==> src/rtl/fp_normalizer.sv <==
// Post-add normalisation stage: iterative one-bit-per-clock left shifter that
// packs {sign, exp, frac} with truncation and flags overflow / subnormal results.
module fp_normalizer #(
  parameter int MANT_W = 11,
  parameter int EXP_W  = 5
) (
  input  logic                    clk,
  input  logic                    rst_n,
  input  logic                    in_valid,
  output logic                    in_ready,
  input  logic [MANT_W-1:0]       in_mant,
  input  logic                    in_carry,
  input  logic [EXP_W-1:0]        in_exp,
  input  logic                    in_sign,
  output logic                    out_valid,
  input  logic                    out_ready,
  output logic [EXP_W+MANT_W-1:0] out_result,
  output logic                    out_ovf,
  output logic                    out_unf
);

  localparam int RES_W = EXP_W + MANT_W;
  localparam logic [EXP_W:0] EXP_MAX = {1'b0, {EXP_W{1'b1}}};
  localparam logic [EXP_W:0] EXP_ONE = (EXP_W+1)'(1);

  typedef enum logic [1:0] {S_IDLE, S_NORM, S_DONE} state_t;

  state_t             r_state, w_state_next;
  logic [MANT_W-1:0]  r_mant, w_mant_next;
  logic [EXP_W:0]     r_exp, w_exp_next;
  logic               r_sign, w_sign_next;
  logic               r_ovf_pend, w_ovf_pend_next;
  logic [RES_W-1:0]   r_result, w_result_next;
  logic               r_ovf, w_ovf_next;
  logic               r_unf, w_unf_next;

  // Exponent carried one bit wider so the carry increment cannot wrap.
  logic [EXP_W:0]     w_exp_inc;
  assign w_exp_inc = {1'b0, in_exp} + EXP_ONE;

  always_ff @(posedge clk or negedge rst_n) begin
    if (!rst_n) begin
      r_state    <= S_IDLE;
      r_mant     <= '0;
      r_exp      <= '0;
      r_sign     <= 1'b0;
      r_ovf_pend <= 1'b0;
      r_result   <= '0;
      r_ovf      <= 1'b0;
      r_unf      <= 1'b0;
    end else begin
      r_state    <= w_state_next;
      r_mant     <= w_mant_next;
      r_exp      <= w_exp_next;
      r_sign     <= w_sign_next;
      r_ovf_pend <= w_ovf_pend_next;
      r_result   <= w_result_next;
      r_ovf      <= w_ovf_next;
      r_unf      <= w_unf_next;
    end
  end

  always_comb begin
    w_state_next    = r_state;
    w_mant_next     = r_mant;
    w_exp_next      = r_exp;
    w_sign_next     = r_sign;
    w_ovf_pend_next = r_ovf_pend;
    w_result_next   = r_result;
    w_ovf_next      = r_ovf;
    w_unf_next      = r_unf;

    case (r_state)
      S_IDLE: begin
        if (in_valid) begin
          w_sign_next  = in_sign;
          w_state_next = S_NORM;
          if (in_carry) begin
            w_mant_next     = {1'b1, in_mant[MANT_W-1:1]};
            w_exp_next      = w_exp_inc;
            w_ovf_pend_next = (w_exp_inc >= EXP_MAX);
          end else begin
            w_mant_next     = in_mant;
            w_exp_next      = {1'b0, in_exp};
            w_ovf_pend_next = 1'b0;
          end
        end
      end

      S_NORM: begin
        if (r_ovf_pend) begin
          w_result_next = {r_sign, {EXP_W{1'b1}}, {(MANT_W-1){1'b0}}};
          w_ovf_next    = 1'b1;
          w_unf_next    = 1'b0;
          w_state_next  = S_DONE;
        end else if (r_mant == '0) begin
          w_result_next = '0;
          w_ovf_next    = 1'b0;
          w_unf_next    = 1'b0;
          w_state_next  = S_DONE;
        end else if (r_mant[MANT_W-1]) begin
          w_result_next = {r_sign, r_exp[EXP_W-1:0], r_mant[MANT_W-2:0]};
          w_ovf_next    = 1'b0;
          w_unf_next    = 1'b0;
          w_state_next  = S_DONE;
        end else if (r_exp <= EXP_ONE) begin
          // Out of exponent range: emit subnormal with whatever is left.
          w_result_next = {r_sign, {EXP_W{1'b0}}, r_mant[MANT_W-2:0]};
          w_ovf_next    = 1'b0;
          w_unf_next    = 1'b1;
          w_state_next  = S_DONE;
        end else begin
          w_mant_next = {r_mant[MANT_W-2:0], 1'b0};
          w_exp_next  = r_exp - EXP_ONE;
        end
      end

      S_DONE: begin
        if (out_ready) w_state_next = S_IDLE;
      end

      default: w_state_next = S_IDLE;
    endcase
  end

  assign in_ready   = (r_state == S_IDLE);
  assign out_valid  = (r_state == S_DONE);
  assign out_result = r_result;
  assign out_ovf    = r_ovf;
  assign out_unf    = r_unf;

endmodule

==> config.mk <==
export PLATFORM = sky130hd
export DESIGN_NAME = fp_normalizer
export DESIGN_NICKNAME = d
export VERILOG_FILES = /design/src/rtl/fp_normalizer.sv
export SDC_FILE = /design/constraint.sdc
export NUM_CORES = 1
export LEC_CHECK = 0
export ABC_AREA = 1
export BUFFER_PORTS_ARGS = -buffer_cell sky130_fd_sc_hd__buf_2
export CAP_MARGIN = 10
export CORE_AREA = 2 2 72 74
export DETAILED_ROUTE_END_ITERATION = 12
export DIE_AREA = 0 0 74 76
export PLACE_DENSITY = 0.73
export RECOVER_POWER = 25
export SYNTH_ARGS = -nofsm -noshare
export SYNTH_HDL_FRONTEND = slang
export SYNTH_SLANG_ARGS = --single-unit
export TNS_END_PERCENT = 5
==> constraint.sdc <==
create_clock -name clk -period 1.58 [get_ports clk]
set_input_delay 0.237 -clock clk [delete_from_list [all_inputs] [get_ports clk]]
set_output_delay 0.237 -clock clk [all_outputs]
set_load 0.02 [all_outputs]
==> Yosys cells after proc, flatten, opt, wreduce, memory -nomap -nowiden <==
Index checks and enable logic that the tools add are counted.
Widths: inputs -> output; s select.
{ "classes": {"addsub": 2, "mul": 0, "div": 0, "order_cmp": 2, "n_eq_ne": 9, "shift": 0, "n_mux": 34, "n_bitwise": 0, "reduce_logical": 9} }
{ "op_table": {"columns": ["cell", "count"], "rows": [
  ["$mux 11", 6],
  ["$mux 16", 4],
  ["$mux 6", 6],
  ["$pmux 11 s2", 1],
  ["$mux 2", 6],
  ["$pmux 6 s2", 1],
  ["$logic_not 11->1", 1],
  ["$ne 2x2->1 const B", 5],
  ["$mux 1", 9],
  ["$add 5x1->6 const B", 1],
  ["$ge 6x5->1 const B", 1],
  ["$le 6x1->1 const B", 1],
  ["$pmux 2 s3", 1],
  ["$reduce_and 6->1", 1],
  ["$sub 6x1->6 const B", 1],
  ["$ne 5x5->1 const B", 1],
  ["$reduce_and 2->1", 2],
  ["$reduce_and 4->1", 1],
  ["$reduce_bool 4->1", 1],
  ["$reduce_and 3->1", 1],
  ["$eq 2x1->1 const B", 1],
  ["$eq 2x2->1 const B", 1],
  ["$logic_not 2->1", 1],
  ["$ne 2x1->1 const B", 1],
  ["$reduce_bool 2->1", 1]
]} }
{ "totals": {"register_bits": 39, "latchBits": 0, "ram_bits": 0, "romBits": 0, "out_inout_bits": 20, "elab_cells": 65, "mem_count": 0} }

==> Longest topological paths before layout <==
{ "depth": {"ltp_word": 6, "depth_mapped": 10} }

==> Least setup slack after synthesis <==
Ideal clock, no wire load.
{ "synth_path": {"path_type": "reg-to-reg", "start": "register r_exp[0]", "end": "register r_exp[4]", "setup_ns": 0.117, "t_arrival_ns": 1.416, "required_ns": 1.463, "slack_ns": 0.046, "stages_incl_launch_ff": 9, "period_less_slack_ns": 1.534, "path_cell_list": "dfrtp_1 > inv_1 > ha_1 > or2_1 > nand3_2 > nand4_4 > buf_6 > nand2_1 > nand2_1"} }
{ "synth_between": {"elab_chain_cells": 6, "word_cells_on_any_way": 9, "classes_between": "add/sub: 1; order compare: 1; eq/ne: 1; mux: 5; reduce/logical: 1"} }
{ "synth_lines": {"columns": ["item", "line", "rtl"], "rows": [
  ["start, declared", "30", "logic [EXP_W:0] r_exp, w_exp_next;"],
  ["start signal, assigned", "54", "r_exp <= w_exp_next;"],
  ["$sub 6x1->6", "114", "w_exp_next = r_exp - EXP_ONE;"],
  ["$mux 6", "106", "end else if (r_exp <= EXP_ONE) begin"],
  ["$mux 6", "101", "end else if (r_mant[MANT_W-1]) begin"],
  ["$mux 6", "96", "end else if (r_mant == '0) begin"],
  ["$mux 6", "91", "if (r_ovf_pend) begin"],
  ["$pmux 6 s2", "73", "case (r_state)"]
]} }
Several ways; a longest one is shown, not always the timed one. The select of a mux whose other input is x is not followed.
A chain may end at the register's enable or synchronous reset.

==> Worst setup path after layout <==
{ "layout_path": {"start": "register r_exp[0]", "end": "register r_result[13], in the netlist out_result[13]"} }
{ "layout_between": {"elab_chain_cells": 3} }
{ "layout_lines": {"columns": ["item", "line", "rtl"], "rows": [
  ["$le 6x1->1", "106", null],
  ["$reduce_bool 4->1 (no source line)", null, null],
  ["$reduce_and 2->1 (no source line)", null, null],
  ["end signal, assigned", "57", "r_result <= w_result_next;"],
  ["end, declared", "33", "logic [RES_W-1:0] r_result, w_result_next;"]
]} }
No other way between the ends.

==> flow_summary.yaml <==
setup_path:
  r2r_cells: 8
  critical_path.endpoint_type: "register"
  criticalPathCategory: "register to register"
  cp_max_fo: 13
  worstPathArrival_ns: 1.76
  cp_cell_sequence: "inv_2 -> ha_4 -> or2_4 -> nand2_4 -> nand3_4 -> nand2_8 -> clkbuf_16 -> o21ai_1"
  crit_path_top_delay_cell: "dfrtp_1"
  critical_path.startpoint_type: "register"
  critPathMaxStageDelay_ns: 0.42
  timing.critical_path.required_ns: 1.76
global_routing:
  globalRouteTotalUtil_pct: 19.9
  grt_max_degree: 27
  grt_pass1_vias: 1926
  grt_first_pass_wirelength_um: 8910
  overflow: 0
  initial_antenna_violation_count: 0
die:
  die-width_um: 74
  start_util_pct: 47.1
  die_area_sq_mm: 0.00562
  die_extent_in_y_um: 76
  fp-row-count: 26
  ioPinCount: 42
  fp.coreArea_sq_mm: 0.00491
clock_tree:
  cts_sinks: 39
  max-clock-path-buffers: 2
  cts-root-buf: "clkbuf_8"
  htree_num_levels: 2
  clk_transition_reported_paths_ns: 0.08
  worstSkewPairLatency_ns: 0.30
  cts_tree: "yes"
  cts-buffers-inserted: 5
power:
  static-leakage-power_uw: 0.00155
  power.share.combinational_pct: 55.9
  sequentialPowerShare_pct: 30.8
  switching_power_uw: 2980
  power-per-cell-area_mw_per_mm2: 2150
  vdd.ir_drop.worst_mv: 0.813
  sw_share_pct: 46.9
  clkPwrFrac_pct: 13.3
  power.internal_uw: 3370
timing:
  layout_min_cycle_time_ns: 1.58
  max_clock_freq_mhz: 633
  finalWorstSetupSlack_ns: -0.000907
  relative_max_transition_margin_pct: 66.2
  rsz_0062_raised_after_global_routing: "yes"
  setup_viol: 3
  final-max-slew-violation-count: 0
  finClkSkew_ns: 0.00617
  final.period_utilization_pct: 100
  worst_slew_pin_slew_ns: 0.507
  setup_total_negative_slack_ns: -0.00152
  timing_hold_violations_final: 0
logic_synthesis:
  avgSynthCellArea_sq_um: 7.42
  synthFlopType: "dfrtp_1"
  synth_cell_types: 30
  synth_seq_cells: 39
  yosysWarningCount: 0
  most_used_standard_cells_in_the_synthesized_netlist: "94 x nand2_1, 44 x nand3_1, 39 x dfrtp_1"
  post-synth-top-count-cell: "nand2_1"
  number_of_flops_mapped_to_enable_cells_by_yosys: 0
  synth_seq_area_share_pct: 42.2
  syn-num-nets: 338
  synthArstFlopShare_pct: 100
  post_synth_inst_count: 312
  yosysTopAreaCell: "dfrtp_1"
  synth_largest_type_area_fraction_pct: 42.2
  top_cells_by_area_in_the_synthesized_netlist: "dfrtp_1 42%, nand2_1 15%, nand3_1 9.5%"
  netlist_area_sq_mm: 0.00231
cells_and_area:
  post_route_cells_drive_above_1_share_pct: 27.0
  antenna_cells: 0
  syn2layout_area_growth_pct: 27.6
  nets: 391
  design_area_sq_mm: 0.00295
  fillers: 436
place:
  io_buffer_count: 41
  dp_hpwl_um: 3820
  routabilityCongestion: 0.817
  place_worst_setup_slack_ns: -0.0188
  detailed_place.area_sq_mm: 0.00264
outcome:
  run_status: "finished, violations left"
  violations: "negative setup slack"
drt:
  via_per_inst: 5.06
  drc: 0
  detailedRoute.firstIterationViolations: 154
  detail-route-antenna-nets: 0
  detailedRoute.firstPassIterationCount: 4
  totalWireLength_um: 5680
  vias: 2206
  avgRoutedWirePerCell_um: 13.0
hold_path:
  min-delay-path-class: "primary input to register"
  worst_hold_path_cell_count: 2
run:
  max_cap_viol_count: 0
timing repair:
action	in CTS	in global routing
gates resized for setup	1	20
cloned	0	4
endpoints found under the hold margin	19	0
setup buffers	1	1
endpoints found under the setup margin	28	36
hold buffers	1	0
pin swaps	1	8
cell families after synthesis:
logic type	Yosys count	synth area share, %
xor gates and xnor gates	1	0.378
AOI/OAI and AO/OA	40	9.24
buffers and inverters	35	8.00
adders and majority gates	4	2.16
and+or+nand+nor	193	38.1
DFF	39	42.2
per-layer routing:
metal	GRT usage [%]	wire (um)
met2	28.7	2560
met5	0	0
met3	2.38	221
met4	7.09	65
met1	30.6	2830
area by class of cell:
| class | instances | area, sq um | share of cell area, % |
|---|---|---|---|
| inverter | 20 | 80.1 | 2.71 |
| tap | 70 | 87.6 | 2.97 |
| sequential | 39 | 977 | 33.1 |
| multi-input combinational | 239 | 1250 | 42.5 |
| clock buffer | 5 | 68.8 | 2.33 |
| timing repair buffer | 60 | 440 | 14.9 |
| clock inverter | 3 | 43.8 | 1.48 |
worst paths after layout:
check / to / from / slack (ns)
worst max-delay path: out_result[13] / r_exp[0] / -0.0009
worst min-delay path: r_state[1] / out_ready / 0.11
worst max register to register: out_result[13] / r_exp[0] / -0.0009
worst min register to register: out_result[4] / out_result[4] / 0.48
max in group asynchronous: out_result[0] / rst_n / 0.66
min in group asynchronous: r_exp[3] / rst_n / 0.42
worst max-delay path, delay by kind of cell, from the launching register on:
family	cells	cell delay (ns)
AO/OA/AOI/OAI	1	0.06
adder cells (fa/ha/maj)	1	0.16
buffers and inverters	2	0.25
flip-flops	1	0.42
AND/OR/NAND/NOR	4	0.57
metrics by stage:
step / util (%) / hold WS [ns] / power [uW] / instances
2_1_floorplan: - / -0.0586 / 4100 / 312
3_3_place_gp: 53.6 / 0.211 / 4900 / 421
3_5_place_dp: 53.6 / 0.216 / 4960 / 421
4_1_cts: 56.4 / 0.107 / 5840 / 431
5_1_grt: 60.1 / 0.104 / 6860 / 436
6_report: 60.1 / 0.108 / 6350 / 436
power groups by stage:
stage	registers (uW)	clock network, uW	logic, uW
after floorplan	2090	0	2010
after global placement	1940	0	2960
after detailed placement	1950	0	3010
after CTS	1940	852	3050
after global routing	2030	901	3930
final	1960	842	3550
state kept, by name, summed over array words and instances (netlist names):
register    cells
out_result     16
out_unf         1
r_sign          1
r_state         2
r_mant         11
r_exp           6
r_ovf_pend      1
out_ovf         1
layout by cell type, fill, tap and decap left out, drive strengths merged, types with 2 or more instances in the layout:
cell / count
clkinv: 3
nand2: 100
nand3: 48
ha: 4
clkbuf: 9
o21ai: 25
o211ai: 3
buf: 55
dfrtp: 39
nor2: 35
nand4: 7
or2: 2
a21oi: 11
inv: 19
Power figures use the tool's default switching activity.
